$ cat src/rtl/alarm_clock_core_if.sv
// Button/display bundle between the board top and alarm_clock_core.
// master = board side (drives buttons), slave = clock core (drives display state).
interface alarm_clock_core_if #(
   parameter int NUM_ALARMS = 2
);
   logic                  tick_en;
   logic                  btn_mode;
   logic                  btn_sel;
   logic                  btn_up;
   logic                  btn_down;
   logic [15:0]           disp;
   logic [5:0]            sec;
   logic [1:0]            mode;
   logic                  field;
   logic [3:0]            alarm_idx;
   logic [NUM_ALARMS-1:0] alarm_en;
   logic                  ring;

   modport master (
      output tick_en, btn_mode, btn_sel, btn_up, btn_down,
      input  disp, sec, mode, field, alarm_idx, alarm_en, ring
   );

   modport slave (
      input  tick_en, btn_mode, btn_sel, btn_up, btn_down,
      output disp, sec, mode, field, alarm_idx, alarm_en, ring
   );
endinterface

$ cat src/rtl/alarm_clock_core.sv
// Time-of-day clock with NUM_ALARMS programmable alarms, button-driven editing and ring control.
// Snooze on btn_up while ringing is compiled in only when ALARM_SNOOZE_EN is defined.
module alarm_clock_core #(
   parameter int TICKS_PER_SEC = 100000000,
   parameter int NUM_ALARMS    = 2,
   parameter int SNOOZE_MIN    = 9,
   parameter int RING_MIN      = 1
) (
   input logic               clk,
   input logic               rst,
   alarm_clock_core_if.slave bus
);

   localparam int PW = $clog2(TICKS_PER_SEC);

   typedef enum logic [1:0] {
      MODE_RUN       = 2'd0,
      MODE_SET_TIME  = 2'd1,
      MODE_SET_ALARM = 2'd2
   } modeT;

   if (TICKS_PER_SEC < 2 || NUM_ALARMS < 1 || NUM_ALARMS > 16 ||
       SNOOZE_MIN < 1 || SNOOZE_MIN > 59 || RING_MIN < 1 || RING_MIN > 59) begin : gBadParams
      $error("alarm_clock_core: parameter out of legal range");
   end

   function automatic logic [5:0] wrapStep(input logic [5:0] value, input logic [5:0] maxValue,
                                           input logic up);
      if (up) return (value == maxValue) ? 6'd0 : value + 6'd1;
      return (value == 6'd0) ? maxValue : value - 6'd1;
   endfunction

   logic [PW-1:0]         prescQ, prescD;
   logic [5:0]            secQ, secD;
   logic [5:0]            minQ, minD;
   logic [4:0]            hourQ, hourD;
   modeT                  modeQ, modeD;
   logic                  fieldQ, fieldD;
   logic [3:0]            idxQ, idxD;
   logic [4:0]            shHourQ, shHourD;
   logic [5:0]            shMinQ, shMinD;
   logic [4:0]            alHourQ [NUM_ALARMS];
   logic [4:0]            alHourD [NUM_ALARMS];
   logic [5:0]            alMinQ [NUM_ALARMS];
   logic [5:0]            alMinD [NUM_ALARMS];
   logic [NUM_ALARMS-1:0] alEnQ, alEnD;
   logic                  ringQ, ringD;
   logic [5:0]            ringCntQ, ringCntD;
`ifdef ALARM_SNOOZE_EN
   logic                  snzArmQ, snzArmD;
   logic [4:0]            snzHourQ, snzHourD;
   logic [5:0]            snzMinQ, snzMinD;
   logic [6:0]            snzSum;
   logic                  snoozeReq;
`endif

   logic       editUp, editDown, editEn, commit, advance, dismiss;
   logic       secTick, minCarry, effCarry, matchHit;
   logic [4:0] carryHour, nextSlotHour;
   logic [5:0] carryMin, nextSlotMin;

   // NOTE: every variable gets a default before any branch so no path leaves it unassigned,
   // which would otherwise infer a latch.
   always_comb begin
      prescD   = prescQ;
      secD     = secQ;
      minD     = minQ;
      hourD    = hourQ;
      modeD    = modeQ;
      fieldD   = fieldQ;
      idxD     = idxQ;
      shHourD  = shHourQ;
      shMinD   = shMinQ;
      alHourD  = alHourQ;
      alMinD   = alMinQ;
      alEnD    = alEnQ;
      ringD    = ringQ;
      ringCntD = ringCntQ;
`ifdef ALARM_SNOOZE_EN
      snzArmD   = snzArmQ;
      snzHourD  = snzHourQ;
      snzMinD   = snzMinQ;
      snoozeReq = 1'b0;
      snzSum    = {1'b0, minQ} + 7'(SNOOZE_MIN);
`endif
      editUp       = bus.btn_up & ~bus.btn_down;
      editDown     = bus.btn_down & ~bus.btn_up;
      editEn       = 1'b0;
      commit       = 1'b0;
      advance      = 1'b0;
      dismiss      = 1'b0;
      matchHit     = 1'b0;
      nextSlotHour = '0;
      nextSlotMin  = '0;

      for (int i = 0; i < NUM_ALARMS; i++) begin
         if (idxQ + 4'd1 == 4'(i)) begin
            nextSlotHour = alHourQ[i];
            nextSlotMin  = alMinQ[i];
         end
      end

      // Button priority: mode, then sel, then up/down.
      unique case (modeQ)
         MODE_RUN: begin
            if (bus.btn_mode) begin
               modeD   = MODE_SET_TIME;
               fieldD  = 1'b0;
               shHourD = hourQ;
               shMinD  = minQ;
            end else if (bus.btn_sel) begin
               dismiss = ringQ;
`ifdef ALARM_SNOOZE_EN
            end else if (editUp) begin
               snoozeReq = ringQ;
`endif
            end
         end
         MODE_SET_TIME: begin
            if (bus.btn_mode) begin
               modeD   = MODE_SET_ALARM;
               idxD    = 4'd0;
               fieldD  = 1'b0;
               shHourD = alHourQ[0];
               shMinD  = alMinQ[0];
            end else if (bus.btn_sel) begin
               if (!fieldQ) fieldD = 1'b1;
               else         commit = 1'b1;
            end else begin
               editEn = 1'b1;
            end
         end
         MODE_SET_ALARM: begin
            if (bus.btn_mode) begin
               for (int i = 0; i < NUM_ALARMS; i++)
                  if (fieldQ && idxQ == 4'(i)) alEnD[i] = 1'b0;
               advance = 1'b1;
            end else if (bus.btn_sel) begin
               if (!fieldQ) begin
                  fieldD = 1'b1;
               end else begin
                  for (int i = 0; i < NUM_ALARMS; i++) begin
                     if (idxQ == 4'(i)) begin
                        alHourD[i] = shHourQ;
                        alMinD[i]  = shMinQ;
                        alEnD[i]   = 1'b1;
                     end
                  end
                  advance = 1'b1;
               end
            end else begin
               editEn = 1'b1;
            end
         end
         default: modeD = MODE_RUN;
      endcase

      if (editEn && (editUp || editDown)) begin
         if (!fieldQ) shMinD  = wrapStep(shMinQ, 6'd59, editUp);
         else         shHourD = 5'(wrapStep({1'b0, shHourQ}, 6'd23, editUp));
      end

      if (advance) begin
         fieldD = 1'b0;
         if (idxQ == 4'(NUM_ALARMS - 1)) begin
            modeD = MODE_RUN;
            idxD  = 4'd0;
         end else begin
            idxD    = idxQ + 4'd1;
            shHourD = nextSlotHour;
            shMinD  = nextSlotMin;
         end
      end

      secTick   = bus.tick_en && (prescQ == PW'(TICKS_PER_SEC - 1));
      minCarry  = secTick && (secQ == 6'd59);
      carryMin  = (minQ == 6'd59) ? 6'd0 : minQ + 6'd1;
      carryHour = (minQ != 6'd59) ? hourQ : ((hourQ == 5'd23) ? 5'd0 : hourQ + 5'd1);

      // A commit replaces the live time outright, so it swallows any carry in the same cycle.
      effCarry = minCarry && !commit;
      if (commit) begin
         hourD  = shHourQ;
         minD   = shMinQ;
         secD   = 6'd0;
         prescD = '0;
         modeD  = MODE_RUN;
         fieldD = 1'b0;
      end else if (secTick) begin
         prescD = '0;
         secD   = (secQ == 6'd59) ? 6'd0 : secQ + 6'd1;
         if (minCarry) begin
            minD  = carryMin;
            hourD = carryHour;
         end
      end else if (bus.tick_en) begin
         prescD = prescQ + PW'(1);
      end

      for (int i = 0; i < NUM_ALARMS; i++)
         if (effCarry && alEnQ[i] && alHourQ[i] == carryHour && alMinQ[i] == carryMin)
            matchHit = 1'b1;

      if (matchHit) begin
         ringD    = 1'b1;
         ringCntD = 6'(RING_MIN);
`ifdef ALARM_SNOOZE_EN
         snzArmD  = 1'b0;
      end else if (effCarry && snzArmQ && snzHourQ == carryHour && snzMinQ == carryMin) begin
         ringD    = 1'b1;
         ringCntD = 6'(RING_MIN);
         snzArmD  = 1'b0;
`endif
      end else if (dismiss) begin
         ringD   = 1'b0;
`ifdef ALARM_SNOOZE_EN
         snzArmD = 1'b0;
      end else if (snoozeReq) begin
         ringD   = 1'b0;
         snzArmD = 1'b1;
         if (snzSum >= 7'd60) begin
            snzMinD  = 6'(snzSum - 7'd60);
            snzHourD = (hourQ == 5'd23) ? 5'd0 : hourQ + 5'd1;
         end else begin
            snzMinD  = snzSum[5:0];
            snzHourD = hourQ;
         end
`endif
      end else if (ringQ && effCarry) begin
         ringCntD = ringCntQ - 6'd1;
         if (ringCntQ <= 6'd1) ringD = 1'b0;
      end
   end

   // NOTE: sequential state uses non-blocking assignments only, so every register samples
   // the pre-edge values of its neighbours.
   always_ff @(posedge clk) begin
      if (rst) begin
         prescQ   <= '0;
         secQ     <= '0;
         minQ     <= '0;
         hourQ    <= '0;
         modeQ    <= MODE_RUN;
         fieldQ   <= 1'b0;
         idxQ     <= '0;
         shHourQ  <= '0;
         shMinQ   <= '0;
         alEnQ    <= '0;
         ringQ    <= 1'b0;
         ringCntQ <= '0;
         // NOTE: the slot array is reset explicitly because its 00:00 contents are visible
         // when editing right after reset; a plain storage RAM would not be reset.
         for (int i = 0; i < NUM_ALARMS; i++) begin
            alHourQ[i] <= '0;
            alMinQ[i]  <= '0;
         end
`ifdef ALARM_SNOOZE_EN
         snzArmQ  <= 1'b0;
         snzHourQ <= '0;
         snzMinQ  <= '0;
`endif
      end else begin
         prescQ   <= prescD;
         secQ     <= secD;
         minQ     <= minD;
         hourQ    <= hourD;
         modeQ    <= modeD;
         fieldQ   <= fieldD;
         idxQ     <= idxD;
         shHourQ  <= shHourD;
         shMinQ   <= shMinD;
         alHourQ  <= alHourD;
         alMinQ   <= alMinD;
         alEnQ    <= alEnD;
         ringQ    <= ringD;
         ringCntQ <= ringCntD;
`ifdef ALARM_SNOOZE_EN
         snzArmQ  <= snzArmD;
         snzHourQ <= snzHourD;
         snzMinQ  <= snzMinD;
`endif
      end
   end

   assign bus.disp      = (modeQ == MODE_RUN) ? {3'b000, hourQ, 2'b00, minQ}
                                              : {3'b000, shHourQ, 2'b00, shMinQ};
   assign bus.sec       = secQ;
   assign bus.mode      = modeQ;
   assign bus.field     = fieldQ;
   assign bus.alarm_idx = idxQ;
   assign bus.alarm_en  = alEnQ;
   assign bus.ring      = ringQ;

endmodule
$ cat src/flat_wrapper.sv
// flat-port wrapper written by rule: the top's interface ports become plain ports
module alarm_clock_core_flat 
#(
   parameter int TICKS_PER_SEC = 100000000,
   parameter int NUM_ALARMS    = 2,
   parameter int SNOOZE_MIN    = 9,
   parameter int RING_MIN      = 1
)
  (clk, rst, bus_tick_en, bus_btn_mode, bus_btn_sel, bus_btn_up, bus_btn_down, bus_disp, bus_sec, bus_mode, bus_field, bus_alarm_idx, bus_alarm_en, bus_ring);
  alarm_clock_core_if #(.NUM_ALARMS(NUM_ALARMS)) bus_i ();
  input logic clk;
  input logic rst;
  input wire logic [$bits(bus_i.tick_en)-1:0] bus_tick_en;
  input wire logic [$bits(bus_i.btn_mode)-1:0] bus_btn_mode;
  input wire logic [$bits(bus_i.btn_sel)-1:0] bus_btn_sel;
  input wire logic [$bits(bus_i.btn_up)-1:0] bus_btn_up;
  input wire logic [$bits(bus_i.btn_down)-1:0] bus_btn_down;
  output wire logic [$bits(bus_i.disp)-1:0] bus_disp;
  output wire logic [$bits(bus_i.sec)-1:0] bus_sec;
  output wire logic [$bits(bus_i.mode)-1:0] bus_mode;
  output wire logic [$bits(bus_i.field)-1:0] bus_field;
  output wire logic [$bits(bus_i.alarm_idx)-1:0] bus_alarm_idx;
  output wire logic [$bits(bus_i.alarm_en)-1:0] bus_alarm_en;
  output wire logic [$bits(bus_i.ring)-1:0] bus_ring;
  assign bus_i.tick_en = bus_tick_en;
  assign bus_i.btn_mode = bus_btn_mode;
  assign bus_i.btn_sel = bus_btn_sel;
  assign bus_i.btn_up = bus_btn_up;
  assign bus_i.btn_down = bus_btn_down;
  assign bus_disp = bus_i.disp;
  assign bus_sec = bus_i.sec;
  assign bus_mode = bus_i.mode;
  assign bus_field = bus_i.field;
  assign bus_alarm_idx = bus_i.alarm_idx;
  assign bus_alarm_en = bus_i.alarm_en;
  assign bus_ring = bus_i.ring;
  alarm_clock_core #(.TICKS_PER_SEC(TICKS_PER_SEC), .NUM_ALARMS(NUM_ALARMS), .SNOOZE_MIN(SNOOZE_MIN), .RING_MIN(RING_MIN)) u_core (.clk(clk), .rst(rst), .bus(bus_i));
endmodule
$ cat config.mk
export PLATFORM = sky130hd
export DESIGN_NAME = alarm_clock_core_flat
export DESIGN_NICKNAME = d
export VERILOG_FILES = /design/src/rtl/alarm_clock_core_if.sv /design/src/rtl/alarm_clock_core.sv /design/src/flat_wrapper.sv
export SDC_FILE = /design/constraint.sdc
export NUM_CORES = 1
export LEC_CHECK = 0
export BUFFER_PORTS_ARGS = -buffer_cell sky130_fd_sc_hd__buf_2
export CELL_PAD_IN_SITES_DETAIL_PLACEMENT = 1
export CELL_PAD_IN_SITES_GLOBAL_PLACEMENT = 1
export CORE_MARGIN = 1
export CORE_UTILIZATION = 24
export CTS_CLUSTER_DIAMETER = 100
export CTS_CLUSTER_SIZE = 20
export DETAILED_ROUTE_END_ITERATION = 10
export MAX_ROUTING_LAYER = met4
export PLACE_DENSITY_LB_ADDON = 0.1
export SLEW_MARGIN = 30
export SYNTH_ARGS = -nofsm -noshare
export SYNTH_HDL_FRONTEND = slang
export SYNTH_SLANG_ARGS = --single-unit
export TNS_END_PERCENT = 30
$ cat constraint.sdc
create_clock -name clk -period 2.8 [get_ports clk]
set_input_delay 0.42 -clock clk [delete_from_list [all_inputs] [get_ports clk]]
set_output_delay 0.42 -clock clk [all_outputs]
set_load 0.01 [all_outputs]
==> results of run 1 <==
[routing by layer]
metal | GRT usage (%) | up-vias | wire (µm) | share of wire (%)
met4 | 3.60 | 0 | 205 | 0.99
met2 | 29.2 | 56 | 10100 | 49
li1 | - | 2809 | - | -
met1 | 21.1 | 2852 | 10000 | 48
met3 | 2.65 | 12 | 395 | 1.9
met5 | - | - | 0 | 0
[synth_stat cells, drive strengths merged (4+ instances only)]
library cell	n
a222oi	5
nor4	9
or3	12
ha	20
nor3	11
a21oi	35
or4	5
and3	16
and4b	4
clkbuf	32
inv	28
nand4b	7
a211oi	16
o21ai	35
nand4	19
nor2b	7
buf	23
a22oi	17
nand2b	5
and2	5
dfxtp	93
xor2	26
nor4b	4
nand3	24
nor2	107
mux2	7
a311oi	5
mux2i	26
o211ai	6
nor3b	4
a31oi	7
nand2	61
nand3b	4
a221oi	8
o31ai	4
xnor2	23
a22o	8
[worst max-delay path, cell delays in order, from the launching register on]
cell       delay (ps)
dfxtp_1           550
buf_4             240
and3b_1           270
nand3_1           270
o31ai_1           370
and3_1            270
nand4bb_1         140
o211ai_2          310
a211oi_1           90
[final cells by class]
type	count	area, µm²
inverter	28	105
clock inverter	7	114
tap	324	405
multi-input combinational	593	3890
timing repair buffer	61	375
clock buffer	9	225
fill	2969	17600
sequential	93	1860
[worst max path at each step]
stage,startpoint,end,slack [ps],depth (start not counted)
finish,u_core.minQ[5]$_SDFFE_PP0P_,u_core.ringCntQ[1]$_SDFFE_PP0P_,180,8
global route,u_core.minQ[5]$_SDFFE_PP0P_,u_core.ringCntQ[1]$_SDFFE_PP0P_,20,8
CTS,u_core.prescQ[0]$_SDFFE_PP0P_,u_core.prescQ[10]$_SDFFE_PP0P_,150,6
global placement,bus_tick_en,u_core.minQ[1]$_SDFFE_PP0P_,240,9
detailed placement,bus_tick_en,u_core.prescQ[22]$_SDFFE_PP0P_,150,6
floorplan,u_core.minQ[1]$_SDFFE_PP0P_,u_core.ringCntQ[1]$_SDFFE_PP0P_,310,9
[flip-flops by register name, summed over array words and instances, names as in the netlist]
name                  count
u_core.bus.alarm_idx      4
u_core.hourQ              5
u_core.prescQ            27
u_core.bus.ring           1
u_core.ringCntQ           6
u_core.bus.mode           2
u_core.shHourQ            5
u_core.shMinQ             6
u_core.bus.sec            6
u_core.bus.field          1
u_core.minQ               6
u_core.bus.alarm_en       2
u_core.alMinQ            12
u_core.alHourQ           10
[power groups by stage]
stage | Combinational, mW | Sequential, mW | Clock, mW
detailed placement | 0.469 | 1.44 | 0
floorplan | 0.338 | 1.41 | 0
finish | 0.467 | 1.40 | 1.43
global placement | 0.461 | 1.44 | 0
global route | 0.521 | 1.41 | 1.54
CTS | 0.472 | 1.41 | 1.48
[metrics by stage]
stage                     utilization (%)  hold slack, ps  cells  cell area, µm²
after floorplan                         -             458    769            6090
after global placement               27.0             473   1099            6620
after detailed placement             27.0             498   1099            6620
after CTS                            28.4             283   1115            6960
after global routing                 28.4             280   1115            6980
final                                28.4             292   1115            6980
[logic make-up after synthesis]
logic type | count (synthesis) | share of synthesized area, %
buf+inv | 83 | 6.04
xor+xnor | 49 | 7.07
fa+ha+maj | 20 | 4.12
mux | 33 | 5.58
other cells | 1 | 0.0618
compound gates | 174 | 19.8
simple gates | 312 | 26.7
flops | 93 | 30.7
[timing repair]
item,4_1_cts,5_1_grt
endpoints found under the setup margin,0,6
hold buffers,0,0
gates resized for setup,0,3
[layout by cell type, fill, tap and decap left out, types with 20 or more instances in the layout]
cell type  synthesis  final
nor2_1           104    104
dfxtp_1           93     93
nand2_1           60     60
a21oi_1           35     35
o21ai_0           34     34
buf_2             11     33
inv_1             28     28
buf_4              7     28
mux2i_1           26     26
xor2_1            26     26
nand3_1           24     24
xnor2_1           23     23
ha_1              20     20
==> metrics.cfg, run 1 <==
[run_status]
outcome = finished clean

[power]
peakVddDrop_uv = 324
p_leak_nw = 2.59
seqPwrFrac_pct = 42.5
intPower_mw = 2.32
p_sw_mw = 0.982
totalPowerFinal_mw = 3.30
power_frac_comb_pct = 14.1
power_density_nw_per_um2 = 473
swShare_pct = 29.8
pwr-share-clk_pct = 43.3

[cts]
clock-root-buffer = clkbuf_16
ctsLongestPathBuffers = 2
cts_tree = yes
clock_latency_ps = 360
cts.sinks = 93
numCtsBuffers = 9
cts_setup_buffers = 0
cts_max_level = 3
cts.clk_slew.worst_paths_ps = 80

[floorplan]
die_h_um = 161
start_util_pct = 24.8
core_area_um2 = 24500
num_rows = 57
ios = 39
dieWidth_um = 161
die_area_um2 = 25900

[setup_path]
crit_path_start_kind = flip-flop
cp_max_fo = 9
crit_required_ps = 3030
arrival_ps = 2860
regToRegStartpoint = u_core.minQ[5]$_SDFFE_PP0P_
r2r_end = u_core.ringCntQ[1]$_SDFFE_PP0P_
crit_type = flip-flop to flip-flop
reg2reg_slack_ps = 180
crit_path_end_kind = flip-flop
rr_worst_depth = 8

[timing]
fin_tns_setup_ps = 0
maxSlewHeadroom_pct = 48.8
final-setup-viol-count = 0
hold_violations = 0
min_period_over_period_pct = 93.7
rsz0062_at_grt = no
worst_slew_pin_slew_ps = 765
slew_viol_final = 0
setup_slack_ps = 175
fin_crit_ps = 2620
skew_ps = 15.2
timing.fmax_mhz = 381

[hold_path]
whs_path_depth = 2
hold_end = u_core.bus.sec[1]$_SDFFE_PP0P_
worst_hold_startpoint = rst
hold_class = input port to flip-flop

[routing]
routed_via_density = 5.14
drc = 0
wirelength_um = 20700
drtIter0Drc = 215
antenna_left = 0
wire_per_inst_um = 18.6
dr_total_vias = 5729
drt-pass1-iter-count = 4

[placement]
dp_slack_ps = 147
port-buffer-count = 33
gp_congestion = 0.794
post-dp-hpwl_um = 15500

[synthesis]
syn_inst = 765
synth_area_um2 = 6070
yosysSeqAreaShare_pct = 30.7
synth_top_area_share_pct = 30.7
synth-edff-count = 0
synth-main-ff-cell = dfxtp_1
synthArstFlopShare_pct = 0
yosys.area.top_type = dfxtp_1
synth_area_leaders = dfxtp_1, nor2_1, mux2i_1
yosys_warnings = 0
syn_avg_cell_area_um2 = 7.94
yosys_register_bits = 93
synth_cell_type_count = 73

[global_route]
grt_pass1_wl_um = 33700
grt_use_total_pct = 17.1
grt_max_degree = 54
overflow = 0
grt_pass1_vias = 6019
antenna_found_initial = 0

[cells_and_area]
areaGrowthSynthToFinish_pct = 14.9
antenna_cells = 0
drive_gt1_share_pct = 13.3
finalNetCount = 813

[flow_run]
cap_violations = 0

(Power assumes the default switching activity.)
==> run 2, diff against run 1 <==
--- a/config.mk
+++ b/config.mk
@@ -15,6 +15,7 @@
 export DETAILED_ROUTE_END_ITERATION = 10
 export MAX_ROUTING_LAYER = met4
 export PLACE_DENSITY_LB_ADDON = 0.1
+export SETUP_SLACK_MARGIN = 0.2
 export SLEW_MARGIN = 30
 export SYNTH_ARGS = -nofsm -noshare
 export SYNTH_HDL_FRONTEND = slang
==> constraint.sdc (replaced) <==
create_clock -name clk -period 2.6 [get_ports clk]
set_input_delay 0.39 -clock clk [delete_from_list [all_inputs] [get_ports clk]]
set_output_delay 0.39 -clock clk [all_outputs]
set_load 0.01 [all_outputs]
==> run 2 against run 1 <==
Compared with the run above: sequential power grew 8%; routed wire length grew 2.3%; combinational power grew 7.3%; first-iteration DRC count grew 4.7%; maximum frequency grew 12%; cell area grew 3.1%; largest cell class unchanged; highest routed layer unchanged.
==> metrics.cfg, run 2 (synthesis gave the netlist of run 1 again) <==
[global_route]
grt_use_met2_pct = 29.3
overflow = 0
grt_use_met3_pct = 2.34
antenna_found_initial = 0
grt_busiest_layer = met2
grt_use_total_pct = 17.5
grt_use_met1_pct = 22.0
grt_pass1_wl_um = 34700
grt_pass1_vias = 6212
grt_max_degree = 54

[placement]
port-buffer-count = 33
gp_congestion = 0.857
placed_cells = 1110
dp_slack_ps = 83.5
post-dp-hpwl_um = 15900
post_dp_cell_area_um2 = 6710

[floorplan]
die_h_um = 161
dieWidth_um = 161
ios = 39
num_rows = 57
start_util_pct = 24.8
core_area_um2 = 24500
die_area_um2 = 25900

[setup_path]
rr_worst_depth = 8
slowest_stage = dfxtp_1
crit_path_start_kind = flip-flop
crit_path_end_kind = flip-flop
arrival_ps = 2570
worst-path-stages = 8
crit_required_ps = 2830
crit_chain = buf_4 > and3b_1 > nand3_1 > o31ai_1 > and3_1 > nand4bb_1 > o211ai_4 > a211oi_1
crit_family = simple AND/OR/NAND/NOR gates
cpPeakStageDelay_ps = 420
cp_max_fo = 15
crit_type = flip-flop to flip-flop
crit_buf_inv = 1

[cts]
cts.sinks = 93
clock_latency_ps = 360
cts_hold_buf = 0
ctsLongestPathBuffers = 2
clock-root-buffer = clkbuf_16
cts.clk_slew.worst_paths_ps = 80
numCtsBuffers = 9
cts_max_level = 3
cts_tree = yes

[routing]
drc = 0
routed_via_density = 5.12
dr_total_vias = 5809
drtIter0Drc = 225
wire_per_inst_um = 18.7
wirelength_um = 21200
drt-pass1-iter-count = 4
antenna_left = 0

[cells_and_area]
ff_latch_area_um2 = 1870
stdcell_area_um2 = 7190
finalNetCount = 832
final_core_utilization_pct = 29.3
multiInputGateArea_um2 = 3990
mostFrequentLayoutCells = nor2_1, dfxtp_1, nand2_1
reg_top3 = u_core.prescQ: 27 flops, u_core.alMinQ: 12 flops, u_core.alHourQ: 10 flops
final_cells = 1134
antenna_cells = 0
largest_reg_flops = 27
areaGrowthSynthToFinish_pct = 18.4
fill_cells = 2987
largest-register = u_core.prescQ
final_common_cell = nor2_1
drive_gt1_share_pct = 17.4

[hold_path]
whs_path_depth = 2
hold_class = input port to flip-flop

[power]
power_density_nw_per_um2 = 476
p_leak_nw = 2.69
peakVddDrop_uv = 411

[timing]
setup_slack_ps = 264
min_period_over_period_pct = 89.8
rsz0062_at_grt = yes
maxSlewHeadroom_pct = 56.2
final-setup-viol-count = 0
skew_ps = 11.4
hold_violations = 0
fin_crit_ps = 2340
timing.fmax_mhz = 428
worst_slew_pin_slew_ps = 655
slew_viol_final = 0
fin_tns_setup_ps = 0

[run_status]
outcome = finished clean

[flow_run]
cap_violations = 0

==> run 2: report_power, final <==
group | internal (mW) | switching (mW) | total (mW) | leakage [nW]
combinational | 0.182 | 0.319 | 0.501 | 1.79
clock | 0.688 | 0.722 | 1.41 | 0.146
sequential | 1.45 | 0.0634 | 1.51 | 0.753
==> run 2: repair_timing <==
item                                    CTS  global route
buffers inserted                          3             5
gates resized for setup                  12            16
hold endpoints to repair                  0             0
endpoints found under the setup margin    8            21
pin swaps                                 6            11
==> run 2: routing by layer <==
metal  part of all wire (%)  up-vias
li1                       -     2842
met1                     46     2885
met2                     49       62
met3                    2.6       20
met4                    1.5        0
met5                      0        -
==> run 2: worst paths after layout <==
check	startpoint	end	slack [ps]
max reg2reg	u_core.minQ[5]$_SDFFE_PP0P_	u_core.ringCntQ[1]$_SDFFE_PP0P_	260
max	u_core.minQ[5]$_SDFFE_PP0P_	u_core.ringCntQ[1]$_SDFFE_PP0P_	260
min reg2reg	u_core.prescQ[24]$_SDFFE_PP0P_	u_core.prescQ[24]$_SDFFE_PP0P_	490
min	rst	u_core.bus.sec[1]$_SDFFE_PP0P_	230
==> run 2: cell type report <==
class / count / area share (%)
timing repair buffer: 80 / 7.25
sequential: 93 / 26.0
inverter: 28 / 1.46
multi-input combinational: 593 / 55.4
clock buffer: 9 / 3.13
clock inverter: 7 / 1.08
tap: 324 / 5.64
==> run 2: per-stage QoR <==
stage | hold slack, ps | power (mW)
3_3_place_gp | 469 | 2.04
3_5_place_dp | 485 | 2.05
4_1_cts | 231 | 3.48
6_report | 229 | 3.42
5_1_grt | 237 | 3.60
2_1_floorplan | 458 | 1.88
==> run 2: worst register-to-register path, stage by stage (launching register included) <==
cell	delay [ps]
dfxtp_1	420
buf_4	240
and3b_1	340
nand3_1	150
o31ai_1	250
and3_1	260
nand4bb_1	180
o211ai_4	280
a211oi_1	80
==> run 3, diff against run 2 <==
--- a/config.mk
+++ b/config.mk
@@ -14,8 +14,7 @@
 export CTS_CLUSTER_SIZE = 20
 export DETAILED_ROUTE_END_ITERATION = 10
 export MAX_ROUTING_LAYER = met4
-export PLACE_DENSITY_LB_ADDON = 0.1
-export SETUP_SLACK_MARGIN = 0.2
+export PLACE_DENSITY = 0.54
 export SLEW_MARGIN = 30
 export SYNTH_ARGS = -nofsm -noshare
 export SYNTH_HDL_FRONTEND = slang
==> constraint.sdc (replaced) <==
create_clock -name clk -period 2.6 [get_ports clk]
set_input_delay 0.39 -clock clk [delete_from_list [all_inputs] [get_ports clk]]
set_output_delay 0.39 -clock clk [all_outputs]
set_load 0.02 [all_outputs]
==> run 3 against run 2 <==
Compared with the run above: first-iteration DRC count fell by 12%; die area unchanged; setup slack worse by 88 ps; critical endpoint unchanged.
==> metrics.cfg, run 3 (synthesis gave the netlist of run 1 again) <==
[run_status]
outcome = finished clean

[cells_and_area]
final_cells = 1126
largest_reg_flops = 27
finalNetCount = 824
final_core_utilization_pct = 28.7
areaGrowthSynthToFinish_pct = 15.8
mostFrequentLayoutCells = nor2_1, dfxtp_1, nand2_1
largest-register = u_core.prescQ
antenna_cells = 0
drive_gt1_share_pct = 14.6
reg_top3 = u_core.prescQ: 27 flops, u_core.alMinQ: 12 flops, u_core.alHourQ: 10 flops
final_common_cell = nor2_1

[floorplan]
ios = 39
die_h_um = 161
start_util_pct = 24.8
core_area_um2 = 24500
num_rows = 57
die_area_um2 = 25900
dieWidth_um = 161

[placement]
placed_cells = 1110
gp_congestion = 0.820
post-dp-hpwl_um = 14900
port-buffer-count = 33
dp_slack_ps = 75.6

[routing]
dr_wl_met3_um = 646
drc = 0
wl_met2_um = 9450
antenna_left = 0
wl_met1_um = 9810
routed_via_density = 5.06
dr_total_vias = 5702
dr.max_layer_used = met4
drtIter0Drc = 198
wirelength_um = 20100
drt-pass1-iter-count = 5
wire_per_inst_um = 17.8

[cts]
cts_tree = yes
cts_hold_buf = 0
ctsLongestPathBuffers = 2
cts_setup_buffers = 0
clock-root-buffer = clkbuf_16
cts_resized = 0
clock_latency_ps = 360
cts_max_level = 3
cts.clk_slew.worst_paths_ps = 70
cts.sinks = 93
numCtsBuffers = 9

[setup_path]
cp_max_fo = 15
reg2reg_slack_ps = 180
crit_path_start_kind = flip-flop
rr_worst_depth = 9
regToRegStartpoint = u_core.minQ[0]$_SDFFE_PP0P_
r2r_end = u_core.ringCntQ[1]$_SDFFE_PP0P_
crit_required_ps = 2820
crit_type = flip-flop to flip-flop
crit_path_end_kind = flip-flop
arrival_ps = 2640

[timing]
fin_crit_ps = 2420
min_period_over_period_pct = 93.2
timing.fmax_mhz = 413
final-setup-viol-count = 0
rsz0062_at_grt = yes
hold_violations = 0
skew_ps = 13.7
whs_ps = 359
worst_slew_pin_slew_ps = 696
maxSlewHeadroom_pct = 53.4
slew_viol_final = 0
setup_slack_ps = 176

[global_route]
grt_pass1_wl_um = 32100
grt_max_degree = 32
overflow = 0
grt_use_total_pct = 16.3
grt_pass1_vias = 5760
antenna_found_initial = 0

[power]
p_leak_nw = 2.64
peakVddDrop_uv = 236
power_density_nw_per_um2 = 493

[hold_path]
worst_hold_startpoint = bus_tick_en
hold_end = u_core.prescQ[1]$_SDFFE_PP0P_
whs_path_depth = 3
hold_class = input port to flip-flop

[flow_run]
cap_violations = 0

==> run 3: cell count changes in the layout (fill, tap and decap cells not counted), moves of 3 or more <==
cell     previous run  this run
dfxtp_2             6         2
buf_4              46        39
nor4_1              5         8
dfxtp_1            87        91
==> run 3: layer usage <==
metal,vias to the layer above,track usage (%)
met5,-,-
met2,68,26.5
met3,8,2.47
met4,0,4.20
met1,2787,20.9
li1,2839,-
==> run 3: per-stage QoR <==
stage	total power, mW	setup TNS, ps	instance area [µm²]
floorplan	1.89	0	6090
global placement	2.07	0	6700
detailed placement	2.07	0	6700
CTS	3.53	0	7020
global route	3.64	-15.4	7030
finish	3.47	0	7030
==> run 3: worst max path at each step <==
stage                                start  slack, ps                              end
2_1_floorplan  u_core.minQ[1]$_SDFFE_PP0P_        110  u_core.ringCntQ[1]$_SDFFE_PP0P_
3_3_place_gp   u_core.minQ[0]$_SDFFE_PP0P_        170  u_core.ringCntQ[1]$_SDFFE_PP0P_
3_5_place_dp   u_core.minQ[0]$_SDFFE_PP0P_         80  u_core.ringCntQ[1]$_SDFFE_PP0P_
4_1_cts        u_core.minQ[0]$_SDFFE_PP0P_         60  u_core.ringCntQ[1]$_SDFFE_PP0P_
5_1_grt        u_core.minQ[0]$_SDFFE_PP0P_        -20  u_core.ringCntQ[1]$_SDFFE_PP0P_
6_report       u_core.minQ[0]$_SDFFE_PP0P_        180  u_core.ringCntQ[1]$_SDFFE_PP0P_
==> run 3: cell type report <==
class                   instances  area, µm²
fillers                      2976      17500
multi-input cells             593       3880
flip-flops and latches         93       1860
repair buffers                 72        458
well taps                     324        405
clock buffers                  10        239
inverters                      28        105
clock inverters                 6       77.6
==> run 3: report_power, final <==
part           leakage [nW]  internal [mW]  switching (mW)
combinational          1.73          0.182           0.338
sequential            0.751           1.45          0.0602
clock                 0.153          0.792           0.645
==> run 3: worst max-delay path, cell delays in order (launching register included) <==
cell and delay, ps:
dfxtp_1 340, ha_1 250, nand3b_4 200, nor4_2 310, buf_4 170, nor2_4 40, xnor2_1 130, or4_1 500
o211ai_2 260, a211oi_1 80
